--- src/rtl/portgroup_mem_initiator_pkg.sv ---
// Shared types for the port-group memory initiator: command opcodes and FSM states.
package portgroup_mem_initiator_pkg;

    typedef enum logic [1:0] {
        OpRead  = 2'd0,
        OpWrite = 2'd1,
        OpRmw   = 2'd2,
        OpRsvd  = 2'd3
    } op_e;

    typedef enum logic [2:0] {
        StIdle = 3'd0,
        StRd   = 3'd1,
        StRcap = 3'd2,
        StWr   = 3'd3,
        StWcap = 3'd4,
        StResp = 3'd5
    } state_e;

    localparam logic [7:0] ErrCntMax = 8'hFF;

endpackage

--- src/rtl/portgroup_mem_initiator_if.sv ---
// Command, memory and response signals of the initiator, with a DUT-side (slave)
// and an environment-side (master) view.
interface portgroup_mem_initiator_if #(
    parameter int unsigned addr_width_p = 13,
    parameter int unsigned data_width_p = 32
);
    logic                    cmd_valid_i;
    logic                    cmd_ready_o;
    logic [1:0]              cmd_op_i;
    logic [addr_width_p-1:0] cmd_addr_i;
    logic [data_width_p-1:0] cmd_wdata_i;
    logic [data_width_p-1:0] cmd_mask_i;

    logic                    mem_ena_o;
    logic [addr_width_p-1:0] mem_addr_o;
    logic                    mem_wena_o;
    logic [data_width_p-1:0] mem_wdata_o;
    logic [data_width_p-1:0] mem_rdata_i;
    logic                    mem_err_i;

    logic                    rsp_valid_o;
    logic                    rsp_ready_i;
    logic [data_width_p-1:0] rsp_rdata_o;
    logic                    rsp_err_o;

    logic                    busy_o;
    logic [7:0]              err_cnt_o;

    modport slave (
        input  cmd_valid_i, cmd_op_i, cmd_addr_i, cmd_wdata_i, cmd_mask_i,
        output cmd_ready_o,
        output mem_ena_o, mem_addr_o, mem_wena_o, mem_wdata_o,
        input  mem_rdata_i, mem_err_i,
        output rsp_valid_o, rsp_rdata_o, rsp_err_o,
        input  rsp_ready_i,
        output busy_o, err_cnt_o
    );

    modport master (
        output cmd_valid_i, cmd_op_i, cmd_addr_i, cmd_wdata_i, cmd_mask_i,
        input  cmd_ready_o,
        input  mem_ena_o, mem_addr_o, mem_wena_o, mem_wdata_o,
        output mem_rdata_i, mem_err_i,
        input  rsp_valid_o, rsp_rdata_o, rsp_err_o,
        output rsp_ready_i,
        input  busy_o, err_cnt_o
    );

endinterface

--- src/rtl/portgroup_mem_initiator.sv ---
// Single-outstanding memory initiator: READ, WRITE and read-modify-write commands
// are turned into one-cycle memory strobes and a held response.
module portgroup_mem_initiator
    import portgroup_mem_initiator_pkg::*;
#(
    parameter int unsigned addr_width_p = 13,
    parameter int unsigned data_width_p = 32
) (
    input logic                     main_clk_i,
    input logic                     main_rst_i,
    portgroup_mem_initiator_if.slave bus
);

    state_e                  r_state;
    state_e                  w_state_nxt;
    op_e                     r_op;
    logic [addr_width_p-1:0] r_addr;
    logic [data_width_p-1:0] r_wdata;
    logic [data_width_p-1:0] r_mask;
    logic [data_width_p-1:0] r_rsp_rdata;
    logic                    r_rsp_err;
    logic [7:0]              r_err_cnt;

    logic                    w_accept;
    logic                    w_rsp_hs;
    logic                    w_mem_ena;
    logic                    w_mem_wena;
    op_e                     w_cmd_op;

    assign w_cmd_op = op_e'(bus.cmd_op_i);
    assign w_accept = bus.cmd_valid_i && (r_state == StIdle);
    assign w_rsp_hs = bus.rsp_ready_i && (r_state == StResp);

    always_ff @(posedge main_clk_i) begin
        if (main_rst_i) begin
            r_state <= StIdle;
        end else begin
            r_state <= w_state_nxt;
        end
    end

    always_comb begin
        w_state_nxt = r_state;
        w_mem_ena   = 1'b0;
        w_mem_wena  = 1'b0;
        unique case (r_state)
            StIdle: begin
                if (bus.cmd_valid_i) begin
                    unique case (w_cmd_op)
                        OpRead, OpRmw: w_state_nxt = StRd;
                        OpWrite:       w_state_nxt = StWr;
                        OpRsvd:        w_state_nxt = StResp;
                        default:       w_state_nxt = StResp;
                    endcase
                end
            end
            StRd: begin
                w_mem_ena   = 1'b1;
                w_state_nxt = StRcap;
            end
            StRcap: begin
                // A failed read of an RMW never reaches the write phase.
                if ((r_op == OpRmw) && !bus.mem_err_i) begin
                    w_state_nxt = StWr;
                end else begin
                    w_state_nxt = StResp;
                end
            end
            StWr: begin
                w_mem_ena   = 1'b1;
                w_mem_wena  = 1'b1;
                w_state_nxt = StWcap;
            end
            StWcap: begin
                w_state_nxt = StResp;
            end
            StResp: begin
                if (bus.rsp_ready_i) begin
                    w_state_nxt = StIdle;
                end
            end
            default: begin
                w_state_nxt = StIdle;
            end
        endcase
    end

    always_ff @(posedge main_clk_i) begin
        if (main_rst_i) begin
            r_op        <= OpRead;
            r_addr      <= '0;
            r_wdata     <= '0;
            r_mask      <= '0;
            r_rsp_rdata <= '0;
            r_rsp_err   <= 1'b0;
            r_err_cnt   <= '0;
        end else begin
            if (w_accept) begin
                r_op        <= w_cmd_op;
                r_addr      <= bus.cmd_addr_i;
                r_wdata     <= bus.cmd_wdata_i;
                r_mask      <= bus.cmd_mask_i;
                r_rsp_rdata <= '0;
                r_rsp_err   <= (w_cmd_op == OpRsvd);
            end
            if (r_state == StRcap) begin
                r_rsp_rdata <= bus.mem_rdata_i;
                r_rsp_err   <= bus.mem_err_i;
                if (r_op == OpRmw) begin
                    r_wdata <= (bus.mem_rdata_i & ~r_mask) | (r_wdata & r_mask);
                end
            end
            if (r_state == StWcap) begin
                r_rsp_err <= r_rsp_err | bus.mem_err_i;
            end
            if (w_rsp_hs && r_rsp_err && (r_err_cnt != ErrCntMax)) begin
                r_err_cnt <= r_err_cnt + 8'd1;
            end
        end
    end

    assign bus.cmd_ready_o = (r_state == StIdle);
    assign bus.mem_ena_o   = w_mem_ena;
    assign bus.mem_wena_o  = w_mem_wena;
    assign bus.mem_addr_o  = w_mem_ena ? r_addr : '0;
    assign bus.mem_wdata_o = w_mem_wena ? r_wdata : '0;
    assign bus.rsp_valid_o = (r_state == StResp);
    assign bus.rsp_rdata_o = r_rsp_rdata;
    assign bus.rsp_err_o   = r_rsp_err;
    assign bus.busy_o      = (r_state != StIdle);
    assign bus.err_cnt_o   = r_err_cnt;

endmodule

--- src/flat_wrapper.sv ---
// flat-port wrapper written by rule: the top's interface ports become plain ports
module portgroup_mem_initiator_flat import portgroup_mem_initiator_pkg::*;
#(
    parameter int unsigned addr_width_p = 13,
    parameter int unsigned data_width_p = 32
)
  (main_clk_i, main_rst_i, bus_cmd_valid_i, bus_cmd_op_i, bus_cmd_addr_i, bus_cmd_wdata_i, bus_cmd_mask_i, bus_cmd_ready_o, bus_mem_ena_o, bus_mem_addr_o, bus_mem_wena_o, bus_mem_wdata_o, bus_mem_rdata_i, bus_mem_err_i, bus_rsp_valid_o, bus_rsp_rdata_o, bus_rsp_err_o, bus_rsp_ready_i, bus_busy_o, bus_err_cnt_o);
  portgroup_mem_initiator_if #(.addr_width_p(addr_width_p), .data_width_p(data_width_p)) bus_i ();
  input logic main_clk_i;
  input logic main_rst_i;
  input wire logic [$bits(bus_i.cmd_valid_i)-1:0] bus_cmd_valid_i;
  input wire logic [$bits(bus_i.cmd_op_i)-1:0] bus_cmd_op_i;
  input wire logic [$bits(bus_i.cmd_addr_i)-1:0] bus_cmd_addr_i;
  input wire logic [$bits(bus_i.cmd_wdata_i)-1:0] bus_cmd_wdata_i;
  input wire logic [$bits(bus_i.cmd_mask_i)-1:0] bus_cmd_mask_i;
  output wire logic [$bits(bus_i.cmd_ready_o)-1:0] bus_cmd_ready_o;
  output wire logic [$bits(bus_i.mem_ena_o)-1:0] bus_mem_ena_o;
  output wire logic [$bits(bus_i.mem_addr_o)-1:0] bus_mem_addr_o;
  output wire logic [$bits(bus_i.mem_wena_o)-1:0] bus_mem_wena_o;
  output wire logic [$bits(bus_i.mem_wdata_o)-1:0] bus_mem_wdata_o;
  input wire logic [$bits(bus_i.mem_rdata_i)-1:0] bus_mem_rdata_i;
  input wire logic [$bits(bus_i.mem_err_i)-1:0] bus_mem_err_i;
  output wire logic [$bits(bus_i.rsp_valid_o)-1:0] bus_rsp_valid_o;
  output wire logic [$bits(bus_i.rsp_rdata_o)-1:0] bus_rsp_rdata_o;
  output wire logic [$bits(bus_i.rsp_err_o)-1:0] bus_rsp_err_o;
  input wire logic [$bits(bus_i.rsp_ready_i)-1:0] bus_rsp_ready_i;
  output wire logic [$bits(bus_i.busy_o)-1:0] bus_busy_o;
  output wire logic [$bits(bus_i.err_cnt_o)-1:0] bus_err_cnt_o;
  assign bus_i.cmd_valid_i = bus_cmd_valid_i;
  assign bus_i.cmd_op_i = bus_cmd_op_i;
  assign bus_i.cmd_addr_i = bus_cmd_addr_i;
  assign bus_i.cmd_wdata_i = bus_cmd_wdata_i;
  assign bus_i.cmd_mask_i = bus_cmd_mask_i;
  assign bus_cmd_ready_o = bus_i.cmd_ready_o;
  assign bus_mem_ena_o = bus_i.mem_ena_o;
  assign bus_mem_addr_o = bus_i.mem_addr_o;
  assign bus_mem_wena_o = bus_i.mem_wena_o;
  assign bus_mem_wdata_o = bus_i.mem_wdata_o;
  assign bus_i.mem_rdata_i = bus_mem_rdata_i;
  assign bus_i.mem_err_i = bus_mem_err_i;
  assign bus_rsp_valid_o = bus_i.rsp_valid_o;
  assign bus_rsp_rdata_o = bus_i.rsp_rdata_o;
  assign bus_rsp_err_o = bus_i.rsp_err_o;
  assign bus_i.rsp_ready_i = bus_rsp_ready_i;
  assign bus_busy_o = bus_i.busy_o;
  assign bus_err_cnt_o = bus_i.err_cnt_o;
  portgroup_mem_initiator #(.addr_width_p(addr_width_p), .data_width_p(data_width_p)) u_core (.main_clk_i(main_clk_i), .main_rst_i(main_rst_i), .bus(bus_i));
endmodule
--- config.mk ---
export PLATFORM = sky130hd
export DESIGN_NAME = portgroup_mem_initiator_flat
export DESIGN_NICKNAME = d
export VERILOG_FILES = /design/src/rtl/portgroup_mem_initiator_pkg.sv /design/src/rtl/portgroup_mem_initiator_if.sv /design/src/rtl/portgroup_mem_initiator.sv /design/src/flat_wrapper.sv
export SDC_FILE = /design/constraint.sdc
export NUM_CORES = 1
export LEC_CHECK = 0
export ABC_CLOCK_PERIOD_IN_PS = 1700
export CORE_MARGIN = 8
export CORE_UTILIZATION = 40
export CTS_BUF_LIST = sky130_fd_sc_hd__clkbuf_4 sky130_fd_sc_hd__clkbuf_8 sky130_fd_sc_hd__clkbuf_16
export CTS_CLUSTER_SIZE = 12
export DETAILED_ROUTE_END_ITERATION = 8
export PLACE_DENSITY = 0.77
export REMOVE_ABC_BUFFERS = 1
export SLEW_MARGIN = 20
export SYNTH_ARGS = -nofsm -noshare
export SYNTH_HDL_FRONTEND = slang
export SYNTH_SLANG_ARGS = --single-unit
--- constraint.sdc ---
create_clock -name main_clk_i -period 1.7 [get_ports main_clk_i]
set_clock_uncertainty 0.15 [all_clocks]
set_input_delay 0.17 -clock main_clk_i [delete_from_list [all_inputs] [get_ports main_clk_i]]
set_output_delay 0.17 -clock main_clk_i [all_outputs]
set_load 0.01 [all_outputs]
== Word level (Yosys, flattened, before mapping) ==
Index checks and enable logic that the tools add are counted.
Storage, ports and cells
  flip-flop bits (word level): 123
  logic and storage cells: 57
  output and inout bits: 91
Cells by class
  mux-type cells: 17
  bitwise gates (word level): 5
  reduce and logical (&&, ||, !) cells: 14
  add/subtract/negate cells: 1
  eq/ne operators: 12
Operator list (number)
  2-to-1 mux 32 bit: 6
  bitwise AND 32 bit: 2
  NOT 32 bit: 1
  OR 32 bit: 1
  one-hot mux 3 bit (6 select lines): 1
  2-to-1 mux 13 bit: 1
  2-to-1 mux 3 bit: 3
  one-hot mux 3 bit (3 select lines): 1
  adder 8 x 1 -> 8 bit, second input constant: 1
  != test 8 bit, second input constant: 1
  == test 2 bit, second input constant: 3
  == test 3 x 2 -> 1 bit, second input constant: 2
  == test 3 bit, second input constant: 2
  nonzero test 3 bit: 2
  logical AND 1 bit: 5
  2-to-1 mux 1 bit: 5
  OR reduction 2 bit: 2
  == test 3 x 1 -> 1 bit, second input constant: 1
  logical NOT 3 bit: 1
  == test 2 x 1 -> 1 bit, second input constant: 1
  logical NOT 2 bit: 1
  != test 2 x 1 -> 1 bit, second input constant: 1
  != test 2 bit, second input constant: 1
  AND reduction 2 bit: 1
  other kinds (3): 3

== Depth between registers and ports, before layout ==
Gate-level depths: netlist (run 1).
  depth in word-level cells: 5
  depth in mapped cells: 7

== Worst setup path before layout (run 1) ==
No wires, ideal clock.
  path kind: reg-to-reg
  from: register u_core.r_state[2]
  to: register (tool-made name)
  required time: 1.428 ns
  library setup time: 0.122 ns
  path buffers: 2
  stages on the path, launching flop included: 6
  path slack: -0.046 ns
  arrival time: 1.474 ns
  cell sequence: dfxtp_1 nand2b_1 or4b_1 buf_4 buf_6 o311a_1
RTL lines
  from (decl): RTL line portgroup_mem_initiator.sv:14  | state_e r_state;
  from (signal assigned): RTL line portgroup_mem_initiator.sv:36  | r_state <= StIdle;
  from (signal assigned): RTL line portgroup_mem_initiator.sv:38  | r_state <= w_state_nxt;

==> metrics.md, run 1 <==
| Metric | Value |
|---|---|
| Status | `finished with violations` |
| Failing checks | `negative setup slack` |
| Insertion delay to the later sink of the worst-skew pair | `0.41 ns` |
| Synthesized instance count | `~660` |
| Layout cells sized above 1 | `32.54%` |
| Synth Warn # | `0` |
| R2R cell count | `5` |
| Slowest CP cell | `or4b_4` |
| CTS clk-pin slew, worst paths | `around 0.05 ns` |
| Die Wd | `between 100 and 150 um` |
| Worst path max stage delay | `0.56 ns` |
| Routability congestion estimate | `between 0.7 and 0.8` |
| Top-area cell type share of the netlist area | `a little under half` |
| Crit path launch | `u_core.r_state[2]$_SDFFE_PP0P_` |
| Critical Path AT | `2.10 ns` |
| Worst Path Buf+Inv | `2` |
| Total Wirelength | `21300 um` |
| Final worst-path setup slack | `-0.2647 ns` |
| Clk sinks | `between 100 and 150` |
| Clock Tree Root | `clkbuf_16` |
| Die height | `roughly 130 um` |
| Core ar. | `between 0.01 and 0.015 mm^2` |
| Overall power | `roughly 0.012 W` |
| Max clock buf depth | `2` |
| Yosys reg bits | `123` |
| Final setup violation count | `169` |
| Residual DRC | `0` |
| Mapped Area | `0.005365 mm^2` |
| Fin crit share | `115.6%` |
| Fillers | `946` |
| Number of H-tree levels | `4` |
| First-pass GRT wire length | `roughly 31000 um` |
| DRT Pass-1 Iters | `4` |
| Fmax achieved | `509.0 MHz` |
| # port buffers | `~210` |
| Yosys top cell by area | `dfxtp_1` |
| Number of synthesized flops with an enable pin | `0` |
| Max-cap violations | `0` |
| WL/cell | `19.45 um` |
| Antenna violations before repair | `0` |
| RSZ-0062 raised after global routing | `true` |
| Min-delay worst type | `in2reg` |
| Total CTS buffers | `17` |
| Sequential fraction of the synthesis area | `45.90%` |
| Avg Inst Size Synth | `8.191 um^2` |
| CTS tree | `yes` |
| Initial drt markers | `374` |
| Total track usage | `22.51%` |
| Async set or reset register ratio after synthesis | `0%` |
| Vias in the first global route | `5780` |
| Via/cell ratio | `5.284` |
| Initial Util | `about two fifths` |
| Crit Path Category | `reg2reg` |
| CP startpoint kind | `flip-flop` |
| Crit path required time | `~1.8 ns` |
| Sequential Area | `0.002469 mm^2` |
| Gr ovfl total | `0` |
| Critical Path, Cell by Cell | `nand2b_4 -> buf_6 -> or4b_4 -> buf_12 -> o311a_1` |
| Pleak | `3.859 nW` |
| Final Max Tran Viols | `0` |
| Pwr/cell area | `1314 mW/mm^2` |
| Placement Cell Area | `0.007807 mm^2` |
| Final Hold Vio Count | `0` |
| Levels on crit path | `5` |
| Reg2reg start | `u_core.r_state[2]$_SDFFE_PP0P_` |
| P&R area growth vs syn | `77.26%` |
| Top Ports | `207` |
| R2r setup slk | `-0.26 ns` |
| Die footprint | `0.01738 mm^2` |
| Vias | `approximately 5800` |
| Fin area | `0.009510 mm^2` |
| CP max FO | `30` |
| Post-layout net count | `~1000` |
| Top post-synthesis cells by area | `dfxtp_1, nor2_1, nand2_1` |
| Most frequent cells in the layout | `clkdlybuf4s50_1, nor2_1, dfxtp_1` |
| Footprint of the multi-input gates | `just over 0.003 mm^2` |
| Top FF cell, synth | `dfxtp_1` |
| Max-slew headroom | `72.71%` |
| Worst Tran Pin Value | `0.4037 ns` |
| ANT nets after route | `0` |
| CP Capture Type | `flip-flop` |
| FP Rows | `42` |
| Commonest non-fill, non-tap cell in the layout | `clkdlybuf4s50_1` |
| Diode count | `0` |
| Max IR drop VDD | `745.5 uV` |
| Largest net degree at the start of global routing | `50` |
| DP HPWL | `11950 um` |
| Post-route minimum period | `1.965 ns` |
| Top delay family on crit path | `simple AND/OR/NAND/NOR gates` |
| Synth cell types | `45` |
routing by layer:
layer	part of all wire (%)	track usage, %
met1	42	26.09
met2	49	37.59
met3	7.7	8.194
met4	2.2	7.722
met5	0	0
metrics by stage:
step	hold WS [ns]	util, %	std cells	setup WS (ns)	setup TNS (ns)
2_1_floorplan	0.08907	-	603	-8.311	-718.52
4_1_cts	0.1396	68.92	1077	-0.2100	-26.86
6_report	0.1531	72.10	1095	-0.2647	-30.49
3_5_place_dp	0.2921	59.19	1021	-0.2543	-21.05
5_1_grt	0.1569	72.10	1095	-0.3581	-39.03
3_3_place_gp	0.2871	59.19	1021	-0.2636	-20.00
tightest hold or removal path, stage by stage:
cell             delay [ns]
clkdlybuf4s50_1        0.39
nand2_1                0.06
a21oi_1                0.05
timing repair:
| item | 4_1_cts | 5_1_grt |
|---|---|---|
| endpoints found under the hold margin | 8 | 0 |
| setup buffers | 15 | 17 |
| endpoints found under the setup margin | 142 | 172 |
| resized for setup | 326 | 82 |
| pin swaps | 30 | 15 |
| hold buffers | 1 | 0 |
| gates cloned | 12 | 6 |
cell families after synthesis:
group | synth area share (%)
AOI/OAI and AO/OA | 22.46
xor gates and xnor gates | 0.1633
adders and majority gates | 0.2332
buffers and inverters | 5.107
DFF | 45.90
muxes | 0.3964
and+or+nand+nor | 25.75
cell usage after synthesis (2+ instances only):
cell,number
o21ai_2,30
inv_1,3
nor2b_1,2
o311a_1,32
clkbuf_1,29
a22oi_1,32
nor2_1,135
nor3_1,2
dfxtp_1,123
nor4b_1,2
nand3_1,2
nand2b_1,5
buf_2,15
and4_1,2
or3_1,2
a31oi_1,3
buf_6,6
nand2_1,99
o21ai_0,5
and2_1,47
and3_1,2
or4b_1,2
a21oi_1,53
layout make-up:
cell class              instances  area share [%]
repair buffers                287           33.56
multi-input cells             477           32.22
flip-flops and latches        123           25.96
clock buffers                  20           4.776
well taps                     176           2.315
clock inverters                 9           1.052
inverters                       3          0.1184
where the power goes:
group / total [W] / internal [W] / switching (W)
Combinational: 0.00525 / 0.00280 / 0.00246
Sequential: 0.00379 / 0.00342 / 0.000372
Clock: 0.00345 / 0.00219 / 0.00126
how the worst min path moves through the flow:
stage / startpoint / to / slack (ns) / depth (start not counted)
2_1_floorplan: main_rst_i / u_core.bus.err_cnt_o[5]$_SDFFE_PP0P_ / 0.09 / 1
3_3_place_gp: u_core.r_addr[5]$_SDFFE_PP0N_ / u_core.r_addr[5]$_SDFFE_PP0N_ / 0.29 / 2
3_5_place_dp: u_core.r_addr[4]$_SDFFE_PP0N_ / u_core.r_addr[4]$_SDFFE_PP0N_ / 0.29 / 2
4_1_cts: bus_cmd_mask_i[17] / u_core.r_mask[17]$_SDFFE_PP0N_ / 0.14 / 3
5_1_grt: bus_cmd_mask_i[12] / u_core.r_mask[12]$_SDFFE_PP0N_ / 0.16 / 3
6_report: bus_cmd_mask_i[12] / u_core.r_mask[12]$_SDFFE_PP0N_ / 0.15 / 3
Power figures use the tool's default switching activity.
==> run 2, diff against run 1 <==
--- a/config.mk
+++ b/config.mk
@@ -5,14 +5,16 @@
 export SDC_FILE = /design/constraint.sdc
 export NUM_CORES = 1
 export LEC_CHECK = 0
+export ABC_AREA = 1
 export ABC_CLOCK_PERIOD_IN_PS = 1700
 export CORE_MARGIN = 8
 export CORE_UTILIZATION = 40
 export CTS_BUF_LIST = sky130_fd_sc_hd__clkbuf_4 sky130_fd_sc_hd__clkbuf_8 sky130_fd_sc_hd__clkbuf_16
 export CTS_CLUSTER_SIZE = 12
 export DETAILED_ROUTE_END_ITERATION = 8
-export PLACE_DENSITY = 0.77
+export PLACE_DENSITY = 0.76
 export REMOVE_ABC_BUFFERS = 1
+export SKIP_CTS_REPAIR_TIMING = 1
 export SLEW_MARGIN = 20
 export SYNTH_ARGS = -nofsm -noshare
 export SYNTH_HDL_FRONTEND = slang
==> run 2 against run 1 <==
Against the previous run: the run still ends with negative setup slack left; wire length is 5.4% lower; power down 23%; synthesized area is 3.6% higher; clock power about the same; setup slack better by 0.12 ns; core utilization down 7.4 points; register-to-register slack improved by 0.22 ns; combinational power is 46% lower; worst hold slack got worse by 0.020 ns; via count increased by 4.4%; synthesized cell count grew 25%; largest power group is now clock; highest routed layer unchanged.
==> metrics.md, run 2 <==
| Metric | Value |
|---|---|
| Crit Path Category | `reg2out (was reg2reg)` |
| Core ar. | `0.01372 mm^2 (was 0.01319 mm^2)` |
| # port buffers | `206 (unchanged)` |
| First-pass GRT wire length | `28240 um (was 31400 um)` |
| Vias in the first global route | `5481 (was 5780)` |
| Residual DRC | `0 (unchanged)` |
| P&R area growth vs syn | `59.63% (was 77.26%)` |
| Adder-Cell Fraction of Synth Area | `0.2250% (was 0.2332%)` |
| Placement Cell Area | `0.007925 mm^2 (was 0.007807 mm^2)` |
| Die footprint | `0.01793 mm^2 (was 0.01738 mm^2)` |
| Layout cells sized above 1 | `18.11% (was 32.54%)` |
| Min-delay worst type | `in2reg (unchanged)` |
| Setup WS pre-CTS | `-0.1280 ns (was -0.2543 ns)` |
| Top Ports | `207 (unchanged)` |
| Top-area cell type share of the netlist area | `44.28% (was 45.90%)` |
| Failing checks | `negative setup slack (unchanged)` |
| Yosys top cell by area | `dfxtp_1 (unchanged)` |
| Largest net degree at the start of global routing | `50 (unchanged)` |
| Worst Path Buf+Inv | `4 (was 2)` |
| Hold Crit Start | `main_rst_i (was bus_cmd_mask_i[12])` |
| Clock Tree Root | `clkbuf_16 (unchanged)` |
| Reg2reg start | `u_core.r_state[0]$_SDFFE_PP0P_ (was u_core.r_state[2]$_SDFFE_PP0P_)` |
| XOR/XNOR share of the synthesized area | `0.4725% (was 0.1632%)` |
| Number of synthesized flops with an enable pin | `0 (unchanged)` |
| Total track usage | `19.67% (was 22.51%)` |
| Fillers | `1198 (was 946)` |
| Top delay family on crit path | `buffers and inverters (was simple AND/OR/NAND/NOR gates)` |
| Clk sinks | `123 (unchanged)` |
| Top post-synthesis cells by area | `dfxtp_1, nand2_1, nor2_1 (was dfxtp_1, nor2_1, nand2_1)` |
| Total Wirelength | `20150 um (was 21300 um)` |
| DP HPWL | `12790 um (was 11950 um)` |
| Synth cell types | `24 (was 45)` |
| Post-route minimum period | `1.841 ns (was 1.965 ns)` |
| Top cells by count, synth | `nand2_1, nor2_1, dfxtp_1 (was nor2_1, dfxtp_1, nand2_1)` |
| Total CTS buffers | `17 (unchanged)` |
| Insertion delay to the later sink of the worst-skew pair | `0.41 ns (about the same)` |
| Hold EP | `u_core.r_mask[15]$_SDFFE_PP0N_ (was u_core.r_mask[12]$_SDFFE_PP0N_)` |
| CTS tree | `yes (unchanged)` |
| Final worst-path setup slack | `-0.1409 ns (was -0.2647 ns)` |
| Final Max Tran Viols | `0 (unchanged)` |
| Most frequent cell after synthesis | `nand2_1 (was nor2_1)` |
| Most frequent cells in the layout | `nand2_1, clkdlybuf4s50_1, dfxtp_1 (was clkdlybuf4s50_1, nor2_1, dfxtp_1)` |
| Vias | `6039 (was 5786)` |
| Final Hold Vio Count | `0 (unchanged)` |
| Top FF cell, synth | `dfxtp_1 (unchanged)` |
| Status | `finished with violations (unchanged)` |
| CP Capture Type | `output port (was flip-flop)` |
| Synthesized instance count | `818 (was 655)` |
| Post-layout net count | `1171 (was 1026)` |
| Pleak | `3.863 nW (was 3.859 nW)` |
| Worst Tran Pin Value | `0.4868 ns (was 0.4037 ns)` |
| Final hold slack | `0.1335 ns (was 0.1531 ns)` |
| Max IR drop VDD | `701.7 uV (was 745.5 uV)` |
| Sequential fraction of the synthesis area | `44.28% (was 45.90%)` |
| WL/cell | `16.16 um (was 19.45 um)` |
| Fin area | `0.008876 mm^2 (was 0.009510 mm^2)` |
| Fin crit share | `108.3% (was 115.6%)` |
| Sequential Area | `0.002466 mm^2 (was 0.002469 mm^2)` |
| Critical Path, Cell by Cell | `inv_2 -> nor2_4 -> buf_4 -> nand2_4 -> buf_12 -> nor2_1 -> clkbuf_2 (was nand2b_4 -> buf_6 -> or4b_4 -> buf_12 -> o311a_1)` |
| Footprint of the multi-input gates | `0.002631 mm^2 (was 0.003064 mm^2)` |
| Synth Area in Simple Gates | `24.35% (was 25.75%)` |
| Multiplexer area fraction after synthesis | `0% (was 0.3965%)` |
| Max-slew headroom | `67.55% (was 72.71%)` |
| R2r setup slk | `-0.04 ns (was -0.26 ns)` |
| ANT nets after route | `0 (unchanged)` |
| Largest family of logic cells by synthesized area | `simple AND/OR/NAND/NOR gates (unchanged)` |
| Gr ovfl total | `0 (unchanged)` |
| Max-cap violations | `0 (unchanged)` |
| Pwr/cell area | `1090 mW/mm^2 (was 1314 mW/mm^2)` |
| Max clock buf depth | `2 (unchanged)` |
| Slowest CP cell | `dfxtp_2 (was or4b_4)` |
| Commonest non-fill, non-tap cell in the layout | `nand2_1 (was clkdlybuf4s50_1)` |
| Number of H-tree levels | `4 (unchanged)` |
| CP max FO | `11 (was 30)` |
| Crit path required time | `1.38 ns (was 1.84 ns)` |
| CP startpoint kind | `flip-flop (unchanged)` |
| Antenna violations before repair | `1 (was 0)` |
| Via/cell ratio | `4.843 (was 5.284)` |
| FP Rows | `43 (was 42)` |
| Async set or reset register ratio after synthesis | `0% (unchanged)` |
| Routability congestion estimate | `0.8326 (was 0.7764)` |
| Synth Warn # | `0 (unchanged)` |
| Final setup violation count | `71 (was 169)` |
| Yosys reg bits | `123 (unchanged)` |
| Worst path max stage delay | `0.33 ns (was 0.56 ns)` |
| Die Wd | `133.9 um (was 131.8 um)` |
| Die height | `133.9 um (was 131.8 um)` |
| Initial drt markers | `395 (was 374)` |
| Initial Util | `40.53% (was 40.68%)` |
| RSZ-0062 raised after global routing | `true (unchanged)` |
| Mapped Area | `0.005560 mm^2 (was 0.005365 mm^2)` |
| Fin Setup TNS | `-4.749 ns (was -30.49 ns)` |
| CTS clk-pin slew, worst paths | `0.05 ns (about the same)` |
| DRT Pass-1 Iters | `7 (was 4)` |
| Synth Area in Compound Gates | `19.53% (was 22.46%)` |
| Min-Delay Path Depth | `5 (was 3)` |
| Avg Inst Size Synth | `6.797 um^2 (was 8.191 um^2)` |
| R2R cell count | `10 (was 5)` |
| Fmax achieved | `543.2 MHz (was 509.0 MHz)` |
| Critical Path AT | `1.52 ns (was 2.10 ns)` |
run 2: cell count changes in the layout (fill, tap and decap cells not counted), sizes merged, moves of 5 or more:
cell	change
o211ai	+32
inv	+94
nand2	+100
and2	-47
nand3	+7
a21oi	+30
buf	-38
o21ai	+48
dlymetal6s2s	+6
o311a	-32
clkbuf	+15
a22oi	-32
nand2b	-5
run 2: logic make-up after synthesis:
logic type | count (synthesis)
fa+ha+maj | 1
compound gates | 200
buf+inv | 145
flops | 123
xor+xnor | 3
simple gates | 346
run 2: power by group:
| group | internal [W] | leakage, nW | switching [W] |
|---|---|---|---|
| clock | 0.00221 | 0.290 | 0.00123 |
| sequential | 0.00326 | 1.01 | 0.000118 |
| combinational | 0.00131 | 2.56 | 0.00155 |
| total | 0.00678 | 3.86 | 0.00290 |
run 2: area by class of cell:
class | instances | area share, %
Multi-Input combinational cell | 550 | 29.64
Clock inverter | 10 | 1.128
Timing Repair inverter | 1 | 0.08458
Timing Repair Buffer | 262 | 29.33
Inverter | 99 | 4.257
Sequential cell | 123 | 27.78
Tap cell | 180 | 2.537
Antenna cell | 1 | 0.02819
Clock buffer | 21 | 5.202
run 2: metrics by stage:
step	utilization (%)	power, W	cells
5_1_grt	64.70	0.01018	1247
2_1_floorplan	-	0.004538	772
4_1_cts	61.86	0.009127	1217
3_3_place_gp	57.77	0.005623	1186
3_5_place_dp	57.77	0.005668	1186
6_report	64.70	0.009678	1247
run 2: tightest hold or removal path, stage by stage:
cell     delay, ns
buf_2         0.10
inv_2         0.07
buf_12        0.19
o21ai_2       0.07
a21oi_1       0.04
run 2: worst max-delay path by stage:
stage | end | cells after the start | startpoint
2_1_floorplan | u_core.r_addr[0]$_SDFFE_PP0N_ | 6 | u_core.r_state[1]$_SDFFE_PP0P_
3_3_place_gp | bus_mem_addr_o[1] | 6 | u_core.r_state[0]$_SDFFE_PP0P_
3_5_place_dp | bus_mem_wdata_o[12] | 6 | u_core.r_state[0]$_SDFFE_PP0P_
4_1_cts | bus_mem_wdata_o[12] | 6 | u_core.r_state[0]$_SDFFE_PP0P_
5_1_grt | bus_mem_wdata_o[24] | 7 | u_core.r_state[0]$_SDFFE_PP0P_
6_report | bus_mem_wdata_o[10] | 7 | u_core.r_state[0]$_SDFFE_PP0P_
run 2: routing by layer:
metal  GRT usage (%)  vias up  part of all wire (%)
met4           8.235        0                   2.7
met5               0        -                     0
met1           23.19     2737                    42
met3           6.694       34                   7.5
met2           32.00      202                    47
li1                -     3066                     -
==> run 3, diff against run 2 <==
--- a/config.mk
+++ b/config.mk
@@ -8,11 +8,10 @@
 export ABC_AREA = 1
 export ABC_CLOCK_PERIOD_IN_PS = 1700
 export CORE_MARGIN = 8
-export CORE_UTILIZATION = 40
+export CORE_UTILIZATION = 30
 export CTS_BUF_LIST = sky130_fd_sc_hd__clkbuf_4 sky130_fd_sc_hd__clkbuf_8 sky130_fd_sc_hd__clkbuf_16
-export CTS_CLUSTER_SIZE = 12
+export CTS_CLUSTER_SIZE = 25
 export DETAILED_ROUTE_END_ITERATION = 8
-export PLACE_DENSITY = 0.76
 export REMOVE_ABC_BUFFERS = 1
 export SKIP_CTS_REPAIR_TIMING = 1
 export SLEW_MARGIN = 20
==> run 3 against run 2 <==
Against the previous run: highest routed layer is now met5; core utilization shrank 15 points; setup slack gained 0.0085 ns; flip-flop and latch count is the same; worst hold slack lost 0.047 ns; the flow still finishes with violations (negative setup slack); combinational power shrank 2%; cell area grew 0.48%.
==> metrics.md, run 3 (synthesized netlist as in run 2, its figures left out) <==
| Metric | Value |
|---|---|
| Most frequent cells in the layout | `nand2_1, clkdlybuf4s50_1, dfxtp_1 (unchanged)` |
| Max-cap violations | `0 (unchanged)` |
| Critical Path AT | `1.98 ns (was 1.52 ns)` |
| Clock Tree Root | `clkbuf_16 (unchanged)` |
| # port buffers | `206 (unchanged)` |
| Fin crit share | `107.8% (was 108.3%)` |
| Initial Util | `30.74% (was 40.53%)` |
| Largest net degree at the start of global routing | `53 (was 50)` |
| Footprint of the multi-input gates | `0.002569 mm^2 (was 0.002631 mm^2)` |
| R2r setup slk | `-0.13 ns (was -0.04 ns)` |
| Die Wd | `152.1 um (was 133.9 um)` |
| Insertion delay to the later sink of the worst-skew pair | `0.41 ns (about the same)` |
| Global Route met3 Usage | `5.587% (was 6.694%)` |
| Fillers | `1793 (was 1198)` |
| Total Wirelength | `20940 um (was 20150 um)` |
| DRT Pass-1 Iters | `4 (was 7)` |
| Pwr/cell area | `1110 mW/mm^2 (was 1090 mW/mm^2)` |
| Diode count | `0 (was 1)` |
| Max-slew headroom | `65.76% (was 67.55%)` |
| ANT nets after route | `0 (unchanged)` |
| Pleak | `3.857 nW (was 3.863 nW)` |
| P&R area growth vs syn | `60.40% (was 59.63%)` |
| Number of H-tree levels | `4 (unchanged)` |
| Commonest non-fill, non-tap cell in the layout | `nand2_1 (unchanged)` |
| Layout cells sized above 1 | `15.82% (was 18.11%)` |
| CP Capture Type | `flip-flop (was output port)` |
| Final worst-path setup slack | `-0.1324 ns (was -0.1409 ns)` |
| CTS clk-pin slew, worst paths | `0.05 ns (about the same)` |
| Routability congestion estimate | `0.8243 (was 0.8326)` |
| Crit path required time | `1.85 ns (was 1.38 ns)` |
| Clk sinks | `123 (unchanged)` |
| Via/cell ratio | `4.592 (was 4.843)` |
| Final Max Tran Viols | `0 (unchanged)` |
| Final hold slack | `0.08643 ns (was 0.1335 ns)` |
| Max clock buf depth | `2 (unchanged)` |
| Status | `finished with violations (unchanged)` |
| Antenna violations before repair | `1 (unchanged)` |
| Total CTS buffers | `17 (unchanged)` |
| Post-layout net count | `1166 (was 1171)` |
| Met2 GRT Util | `26.54% (was 32.00%)` |
| Residual DRC | `0 (unchanged)` |
| Gr ovfl total | `0 (unchanged)` |
| Overall power | `0.009902 W (was 0.009678 W)` |
| Total track usage | `15.83% (was 19.67%)` |
| Final Hold Vio Count | `0 (unchanged)` |
| FP Rows | `49 (was 43)` |
| CP max FO | `7 (was 11)` |
| RSZ-0062 raised after global routing | `true (unchanged)` |
| GRT busiest layer | `met2 (unchanged)` |
| Fmax achieved | `545.7 MHz (was 543.2 MHz)` |
| Max IR drop VDD | `707.6 uV (was 701.7 uV)` |
| Die height | `152.1 um (was 133.9 um)` |
| Vias in the first global route | `5504 (was 5481)` |
| CTS tree | `yes (unchanged)` |
| Vias | `5928 (was 6039)` |
| Top Ports | `207 (unchanged)` |
| Failing checks | `negative setup slack (unchanged)` |
| Min-delay worst type | `in2reg (unchanged)` |
| WL/cell | `16.22 um (was 16.16 um)` |
| Core ar. | `0.01809 mm^2 (was 0.01372 mm^2)` |
| Die footprint | `0.02315 mm^2 (was 0.01793 mm^2)` |
| CP startpoint kind | `flip-flop (unchanged)` |
| Crit Path Category | `reg2reg (was reg2out)` |
| Worst Tran Pin Value | `0.5136 ns (was 0.4868 ns)` |
| Sequential Area | `0.002467 mm^2 (was 0.002466 mm^2)` |
| Initial drt markers | `336 (was 395)` |
| Post-route minimum period | `1.832 ns (was 1.841 ns)` |
| DP HPWL | `13470 um (was 12790 um)` |
| First-pass GRT wire length | `29420 um (was 28240 um)` |
| GRT met1 Usage | `18.56% (was 23.19%)` |
| Final setup violation count | `116 (was 71)` |
==> run 3: critical path, stage by stage (launching register included) <==
cell	delay [ns]
dfxtp_2	0.32
buf_4	0.15
nor2_4	0.15
nand2_4	0.09
nor2_4	0.31
buf_6	0.18
clkbuf_16	0.16
o21ai_1	0.06
nor2_1	0.11
nor2_1	0.05
==> run 3: report_power, final <==
part / total [W] / internal [W] / switching (W)
clock: 0.00375 / 0.00241 / 0.00134
combinational: 0.00279 / 0.00125 / 0.00154
sequential: 0.00337 / 0.00326 / 0.000109
total: 0.00990 / 0.00692 / 0.00298
==> run 3: worst paths after layout <==
check | startpoint | endpoint | depth (start not counted)
worst max-delay path | u_core.r_state[0]$_SDFFE_PP0P_ | flip-flop | 9
worst min register to register | u_core.r_addr[11]$_SDFFE_PP0N_ | u_core.r_addr[11]$_SDFFE_PP0N_ | 2
worst max register to register | u_core.r_state[0]$_SDFFE_PP0P_ | flip-flop | 9
worst min-delay path | main_rst_i | u_core.r_state[2]$_SDFFE_PP0P_ | 4
==> run 3: routing by layer <==
| metal | up-vias | part of all wire (%) |
|---|---|---|
| li1 | 3067 | - |
| met2 | 153 | 48 |
| met4 | 2 | 1.3 |
| met1 | 2684 | 45 |
| met5 | - | 0.062 |
| met3 | 22 | 6.2 |
==> run 3: cell type report <==
type | instances | area share, %
clock buffer | 21 | 5.247
clock inverter | 11 | 1.613
inverter | 99 | 4.265
multi-input combinational | 550 | 28.80
sequential | 123 | 27.67
tap | 229 | 3.213
timing repair buffer | 257 | 29.11
timing repair inverter | 1 | 0.08418
==> run 3: stage by stage <==
step / cells / instance area (um^2) / setup TNS [ns] / setup WS, ns / utilization [%]
after floorplan: 772 / 5313 / -53.33 / -0.8715 / -
after global placement: 1237 / 8014 / -5.392 / -0.1423 / 44.31
after detailed placement: 1237 / 8014 / -5.570 / -0.1530 / 44.31
after CTS: 1269 / 8626 / -28.27 / -0.6042 / 47.69
after global routing: 1291 / 8919 / -15.74 / -0.2100 / 49.31
final: 1291 / 8919 / -6.636 / -0.1324 / 49.31
